===== config.mk =====
export PLATFORM = sky130hd
export DESIGN_NAME = memory_stage
export DESIGN_NICKNAME = d
export VERILOG_FILES = /design/src/rtl/memory_stage.sv
export SDC_FILE = /design/constraint.sdc
export NUM_CORES = 1
export LEC_CHECK = 0
export BUFFER_PORTS_ARGS = -buffer_cell sky130_fd_sc_hd__buf_2
export CORE_AREA = 3 3 178 180
export CTS_CLUSTER_DIAMETER = 80
export DETAILED_ROUTE_END_ITERATION = 7
export DIE_AREA = 0 0 181 183
export PLACE_DENSITY = 0.57
export SYNTH_ARGS = -nofsm -noshare
export SYNTH_HDL_FRONTEND = slang
export SYNTH_SLANG_ARGS = --single-unit

===== constraint.sdc =====
create_clock -name clk -period 4.7 [get_ports clk]
set_input_delay 0.235 -clock clk [delete_from_list [all_inputs] [get_ports clk]]
set_output_delay 0.235 -clock clk [all_outputs]
set_load 0.05 [all_outputs]

===== src/rtl/memory_stage.sv =====
// Y86-64 Memory stage: runs data-memory accesses over a req/ready handshake and
// produces the registered valM/stat for the M->W register. Optional MEM_TIMEOUT_EN.
module memory_stage #(
    parameter int unsigned MEM_BYTES      = 4096,
    parameter int unsigned TIMEOUT_CYCLES = 16
) (
    input  logic        clk,
    input  logic        rst,
    input  logic        m_valid,
    input  logic [2:0]  stat_m,
    input  logic [3:0]  icode_m,
    input  logic [63:0] valA_m,
    input  logic [63:0] valE_m,
    input  logic [63:0] valp_m,
    output logic        dmem_req,
    output logic        dmem_we,
    output logic [63:0] dmem_addr,
    output logic [63:0] dmem_wdata,
    input  logic [63:0] dmem_rdata,
    input  logic        dmem_ready,
    output logic        stall_m,
    output logic        out_valid,
    output logic [63:0] valM_out,
    output logic [2:0]  stat_out
);

    localparam logic [2:0]  STAT_AOK = 3'd1;
    localparam logic [2:0]  STAT_ADR = 3'd3;
    localparam logic [63:0] ADDR_MAX = 64'(MEM_BYTES - 8);

    typedef enum logic {IDLE, REQ} state_e;

    state_e      state_q, state_d;
    logic        req_q, req_d;
    logic        we_q, we_d;
    logic [63:0] addr_q, addr_d;
    logic [63:0] wdata_q, wdata_d;
    logic        out_valid_q, out_valid_d;
    logic [63:0] valm_q, valm_d;
    logic [2:0]  stat_q, stat_d;

    logic        is_write_c, is_read_c, mem_op_c, addr_ok_c, start_c, timeout_c;
    logic [63:0] addr_c, wdata_c;

`ifdef MEM_TIMEOUT_EN
    localparam int unsigned CNT_W = (TIMEOUT_CYCLES > 2) ? $clog2(TIMEOUT_CYCLES) : 1;
    logic [CNT_W-1:0] cnt_q, cnt_d;
    assign timeout_c = (cnt_q == CNT_W'(TIMEOUT_CYCLES - 1));
`else
    assign timeout_c = 1'b0;
`endif

    // Instruction decode: direction, address source and write-data source
    always_comb begin
        is_write_c = 1'b0;
        is_read_c  = 1'b0;
        addr_c     = valE_m;
        wdata_c    = valA_m;
        case (icode_m)
            4'h4, 4'hA: is_write_c = 1'b1;
            4'h8: begin
                is_write_c = 1'b1;
                wdata_c    = valp_m;
            end
            4'h5: is_read_c = 1'b1;
            4'h9, 4'hB: begin
                is_read_c = 1'b1;
                addr_c    = valA_m;
            end
            default: ;
        endcase
    end

    assign mem_op_c  = is_write_c | is_read_c;
    assign addr_ok_c = (addr_c <= ADDR_MAX);
    assign start_c   = (state_q == IDLE) & m_valid & mem_op_c & (stat_m == STAT_AOK) & addr_ok_c;

    // Next-state, request and result logic
    always_comb begin
        state_d     = state_q;
        req_d       = req_q;
        we_d        = we_q;
        addr_d      = addr_q;
        wdata_d     = wdata_q;
        out_valid_d = 1'b0;
        valm_d      = valm_q;
        stat_d      = stat_q;
        stall_m     = 1'b0;
`ifdef MEM_TIMEOUT_EN
        cnt_d       = cnt_q;
`endif
        case (state_q)
            IDLE: begin
                if (start_c) begin
                    state_d = REQ;
                    req_d   = 1'b1;
                    we_d    = is_write_c;
                    addr_d  = addr_c;
                    wdata_d = wdata_c;
                    stall_m = 1'b1;
`ifdef MEM_TIMEOUT_EN
                    cnt_d   = '0;
`endif
                end else if (m_valid) begin
                    out_valid_d = 1'b1;
                    valm_d      = '0;
                    stat_d      = (mem_op_c && stat_m == STAT_AOK && !addr_ok_c) ? STAT_ADR : stat_m;
                end
            end
            REQ: begin
                if (dmem_ready) begin
                    state_d     = IDLE;
                    req_d       = 1'b0;
                    out_valid_d = 1'b1;
                    valm_d      = we_q ? 64'd0 : dmem_rdata;
                    stat_d      = STAT_AOK;
                end else if (timeout_c) begin
                    state_d     = IDLE;
                    req_d       = 1'b0;
                    out_valid_d = 1'b1;
                    valm_d      = '0;
                    stat_d      = STAT_ADR;
                end else begin
                    stall_m = 1'b1;
`ifdef MEM_TIMEOUT_EN
                    cnt_d   = cnt_q + CNT_W'(1);
`endif
                end
            end
            default: state_d = IDLE;
        endcase
    end

    always_ff @(posedge clk) begin
        if (rst) begin
            state_q     <= IDLE;
            req_q       <= 1'b0;
            we_q        <= 1'b0;
            addr_q      <= '0;
            wdata_q     <= '0;
            out_valid_q <= 1'b0;
            valm_q      <= '0;
            stat_q      <= STAT_AOK;
`ifdef MEM_TIMEOUT_EN
            cnt_q       <= '0;
`endif
        end else begin
            state_q     <= state_d;
            req_q       <= req_d;
            we_q        <= we_d;
            addr_q      <= addr_d;
            wdata_q     <= wdata_d;
            out_valid_q <= out_valid_d;
            valm_q      <= valm_d;
            stat_q      <= stat_d;
`ifdef MEM_TIMEOUT_EN
            cnt_q       <= cnt_d;
`endif
        end
    end

    assign dmem_req   = req_q;
    assign dmem_we    = we_q;
    assign dmem_addr  = addr_q;
    assign dmem_wdata = wdata_q;
    assign out_valid  = out_valid_q;
    assign valM_out   = valm_q;
    assign stat_out   = stat_q;

endmodule


# After elaboration in Yosys (flattened, before gate mapping)
# Index checks and enable logic that the tools add are counted.
# W data, S select, Z words.
# totals
reg_bits,199
wordCells,59
output_inout_bits,199
inputBits,267
# op_classes
muxes,24
n_eq_ne,11
bitwise,6
reduce_logical,9
n_lt_le_gt_ge,1
# ops
operator,n
$mux W64,6
$pmux W64 S2,1
$le A64 B12 Y1 const B,1
$eq A4 B4 Y1 const B,4
$mux W3,4
$mux W1,9
$eq A4 B3 Y1 const B,2
$ne A2 B2 Y1 const B,4
$pmux W1 S2,3
$pmux W3 S2,1
$reduce_or A3 Y1,2
$and A1 B1 Y1,4
$reduce_and A2 Y1,2
$eq A3 B1 Y1 const B,1
$reduce_and A3 Y1,1
$logic_and A1 B1 Y1,2
$reduce_or A2 Y1,1
$logic_not A1 Y1,1
$not A1 Y1,1
$or A1 B1 Y1,1

# Logic depth before layout (Yosys ltp)
# logic_depth
depth_word,10
ltp_mapped,9
ltp_nobuf,6

# Worst setup path after synthesis
# OpenSTA, ideal clock, no wires.
# synth_timing
kind,input -> output
from,input valE_m[14]
to,output stall_m
n_path_buf,1
path_stages,6
required_time_ns,4.465
t_arrival_ns,1.788
slack_ns,2.677
path_cell_list,or4_1 -> nor3_1 -> o211a_1 -> buf_2 -> nand2_1 -> nand2_1
# synth_between
elab_chain_len,5
# synth_rtl
element,line_no,source
from (decl),13,"input logic [63:0] valE_m,"
$mux W64,59,case (icode_m)
$le A64 B12 Y1,75,assign addr_ok_c = (addr_c <= ADDR_MAX);
$and A1 B1 Y1,76,assign start_c = (state_q == IDLE) & m_valid & mem_op_c & (stat_m == STAT_AOK) & addr_ok_c;
$mux W1,94,if (start_c) begin
$pmux W1 S2,92,case (state_q)
to (decl),21,"output logic stall_m,"
# No other way between the ends.

# Worst setup path after layout
# layout_timing
from,input icode_m[3]
to,output stall_m
# layout_between
elab_chain_len,9
elab_cells_between_ends,19
classes_between,order compare (1); eq/ne (6); mux (5); bitwise (4); reduce/logical (3)
# layout_rtl
element,line_no,source
from (decl),11,"input logic [3:0] icode_m,"
branches (longest 6 deep; another with $le A64 B12 Y1),-,
$and A1 B1 Y1 (*),76,
$mux W1 (*),94,
$pmux W1 S2 (*),92,
# Mark *: on every way between the ends.

==> run summary <==
Post-CTS setup buffer count - 0
Min setup slack post-route - 1.29 ns
Clock latency on the worst-skew pair - 0.44 ns
Largest delay share family, worst path - simple AND/OR/NAND/NOR gates
Post-CTS sizing - 0
Row count - 64
Minimum clock period - 3.41 ns
Post-Syn Nets - 1,048
Peak VDD IR - 0.000226 V
Finished Layout Cells - 1,671
Skew final - 0.00939 ns
Reg2reg setup slack - 2.31 ns
Clk pwr share - 43.7%
Htree depth - 4
Die footprint - 33,100 µm²
Post-synth EDFFs - 0
Vias in the first global route - 7,828
Final period util - 72.6%
Total power - 3.54 mW
Switching share of total power - 23.7%
Sequential fraction of the synthesis area - 50.9%
Detailed placement HPWL - 22,500 µm
Clock Sinks - 199
Vias - 8,110
Worst path max stage delay - 0.74 ns
Static Leak - 5.20 nW
GP Congestion - 0.910
Initial antenna violation count - 2
Area leader, netlist - dfxtp_1
Slowest cell on the critical path - nand3b_1
Worst r2r src - state_q$_SDFF_PP0_
Startpoint Class - input pin
Avg WL per Cell - 18.6 µm
IO Port Bufs - 465
Commonest non-fill, non-tap cell in the layout - buf_2
Slew Viols, Final - 0
Die W - 181 µm
Finish-stage setup viols - 0
Synth area leaders - dfxtp_1 (51%), mux2_2 (11%), a32o_1 (8.2%), a21oi_1 (5.2%), nand3_1 (5.1%)
CTS root buffer - clkbuf_16
Most frequent cells in the layout - buf_2 (464), dfxtp_1 (199), a21oi_1 (81)
Rel. slew slack - 18.4%
Pin count of the biggest net entering global routing - 87
Crit-path max FO - 22
Critical Path AT - 3.18 ns
FF-to-FF path depth - 4
Clock buffer depth - 2
Power Internal - 2.70 mW
Core Footprint - 30,300 µm²
Setup TNS - 0 ns
FMAX - 0.293 GHz
Actual slew at the worst max-slew pin - 1.22 ns
Clock-pin slew on the worst setup and hold paths - 0.07 ns
Drt drc - 0
Combinational Power Share - 8.6%
Pwr Density - 303 nW/µm²
Share of layout cells above drive strength 1 - 46.7%
First-pass GRT wire length - 46,000 µm
Dpl cells - 1,577
Die Y - 183 µm
DR iter-0 viols - 445
Mean area per synthesized cell - 10.0 µm²
CP Class - in -> out
Crit. End Element - output pin
HP Class - in -> reg
Status - complete, no violations
Hold_sp - dmem_rdata[59]
Grt ovf - 0
WP buf/inv - 2
Sequential share of power - 47.7%
Gr usage total - 17.7%
Post-synth top flop - dfxtp_1
CP startpoint - icode_m[3]
Synth Cell Area - 7830 µm²
Critical path required time - 4.47 ns
Fillers - 3,062
Async set-reset flop share out of synthesis - 0%
Setup repair after global routing missed its margin - false
Vias per cell - 4.85
Levels on crit path - 8
Reg-to-Reg End - valM_out[17]$_SDFFE_PP0P_
Routed WL - 31,000 µm
Layout area overhead - 49.4%
Synth top area share - 50.9%
Seq cells post-synth - 199
Cts bufs inserted - 17
ANT nets after route - 0
Synth warn - 0
TritonRoute pass-1 iters - 5
Final hold vios - 0
Nets - 1,528
DP Worst Slack - 1.22 ns
Clock tree from TritonCTS - yes
Max-cap check violation count - 0
Net load switching power - 0.837 mW
Fin Hold WS - 0.0453 ns
CP Cell Sequence - buf_2 > nand3b_1 > nand3_1 > nor4_1 > a41o_2 > nand2_1 > nand2_1 > buf_2
Starting Density - 25.8%
IO Pins - 466
Yosys cell types - 34
Cells after Synth - 781
Hold Buf Count CTS - 61
Capture point of the critical path - stall_m
## flip-flops by register name, indices dropped and copies added (netlist names)
signal,flops
dmem_req,1
stat_out,3
valM_out,64
dmem_addr,64
dmem_we,1
out_valid,1
dmem_wdata,64
state_q,1
## cells in the mapped netlist, drive strengths merged, types with 2 or more instances
cell and instances:
nor4 24, clkbuf 56, nand3 79, mux2 77
nand4 6, nand2b 2, a21oi 83, o21ai 78
and2 52, inv 2, or4 4, dfxtp 199
buf 20, nor2b 3, nand2 9, a32o 64
nor3 7, nor3b 2, nor2 5
## metal layers
layer  vias to the layer above  share of wire, %  global-route usage, %
met2                       280                49                   28.8
li1                       3880                 -                      -
met3                        39               7.3                   5.49
met4                         2               1.9                   5.33
met1                      3909                42                   22.7
met5                         -             0.042                      0
## metrics by stage
step | area, µm² | utilization [%]
after global routing | 11700 | 38.5
final | 11700 | 38.5
after floorplan | 7830 | -
after detailed placement | 10500 | 34.4
after global placement | 10500 | 34.4
after CTS | 11700 | 38.5
## power by group through the flow
stage / clock network (mW) / logic [mW] / registers (mW)
final: 1.55 / 0.303 / 1.69
after global routing: 1.67 / 0.329 / 1.69
after CTS: 1.61 / 0.303 / 1.69
after detailed placement: 0 / 0.261 / 1.73
after global placement: 0 / 0.261 / 1.73
after floorplan: 0 / 0.0942 / 1.73
## cell families after synthesis
| logic type | after synthesis | synth area share [%] |
|---|---|---|
| muxes | 77 | 11.1 |
| buffers and inverters | 78 | 4.36 |
| DFF | 199 | 50.9 |
| and+or+nand+nor | 195 | 14.1 |
| AOI/OAI and AO/OA | 232 | 19.5 |
## area by class of cell
cell class / count / area (µm²) / area share [%]
Inverter: 2 / 7.51 / 0.0642
Antenna cell: 1 / 2.50 / 0.0214
Multi-Input combinational cell: 504 / 3540 / 30.3
Sequential cell: 199 / 3980 / 34.1
Timing Repair Buffer: 537 / 3040 / 26.0
Clock inverter: 14 / 194 / 1.66
Tap cell: 396 / 495 / 4.24
Clock buffer: 18 / 429 / 3.67
## worst min-delay path by stage
stage	to	depth (start not counted)	slack [ns]
after floorplan	valM_out[0]$_SDFFE_PP0P_	1	0.36
after global placement	dmem_addr[38]$_SDFFE_PP0P_	1	0.44
after detailed placement	dmem_addr[22]$_SDFFE_PP0P_	1	0.44
after CTS	valM_out[59]$_SDFFE_PP0P_	2	0.003
after global routing	valM_out[59]$_SDFFE_PP0P_	2	0.006
final	valM_out[59]$_SDFFE_PP0P_	2	0.05
Note: power is estimated with default switching activity, not from simulation.
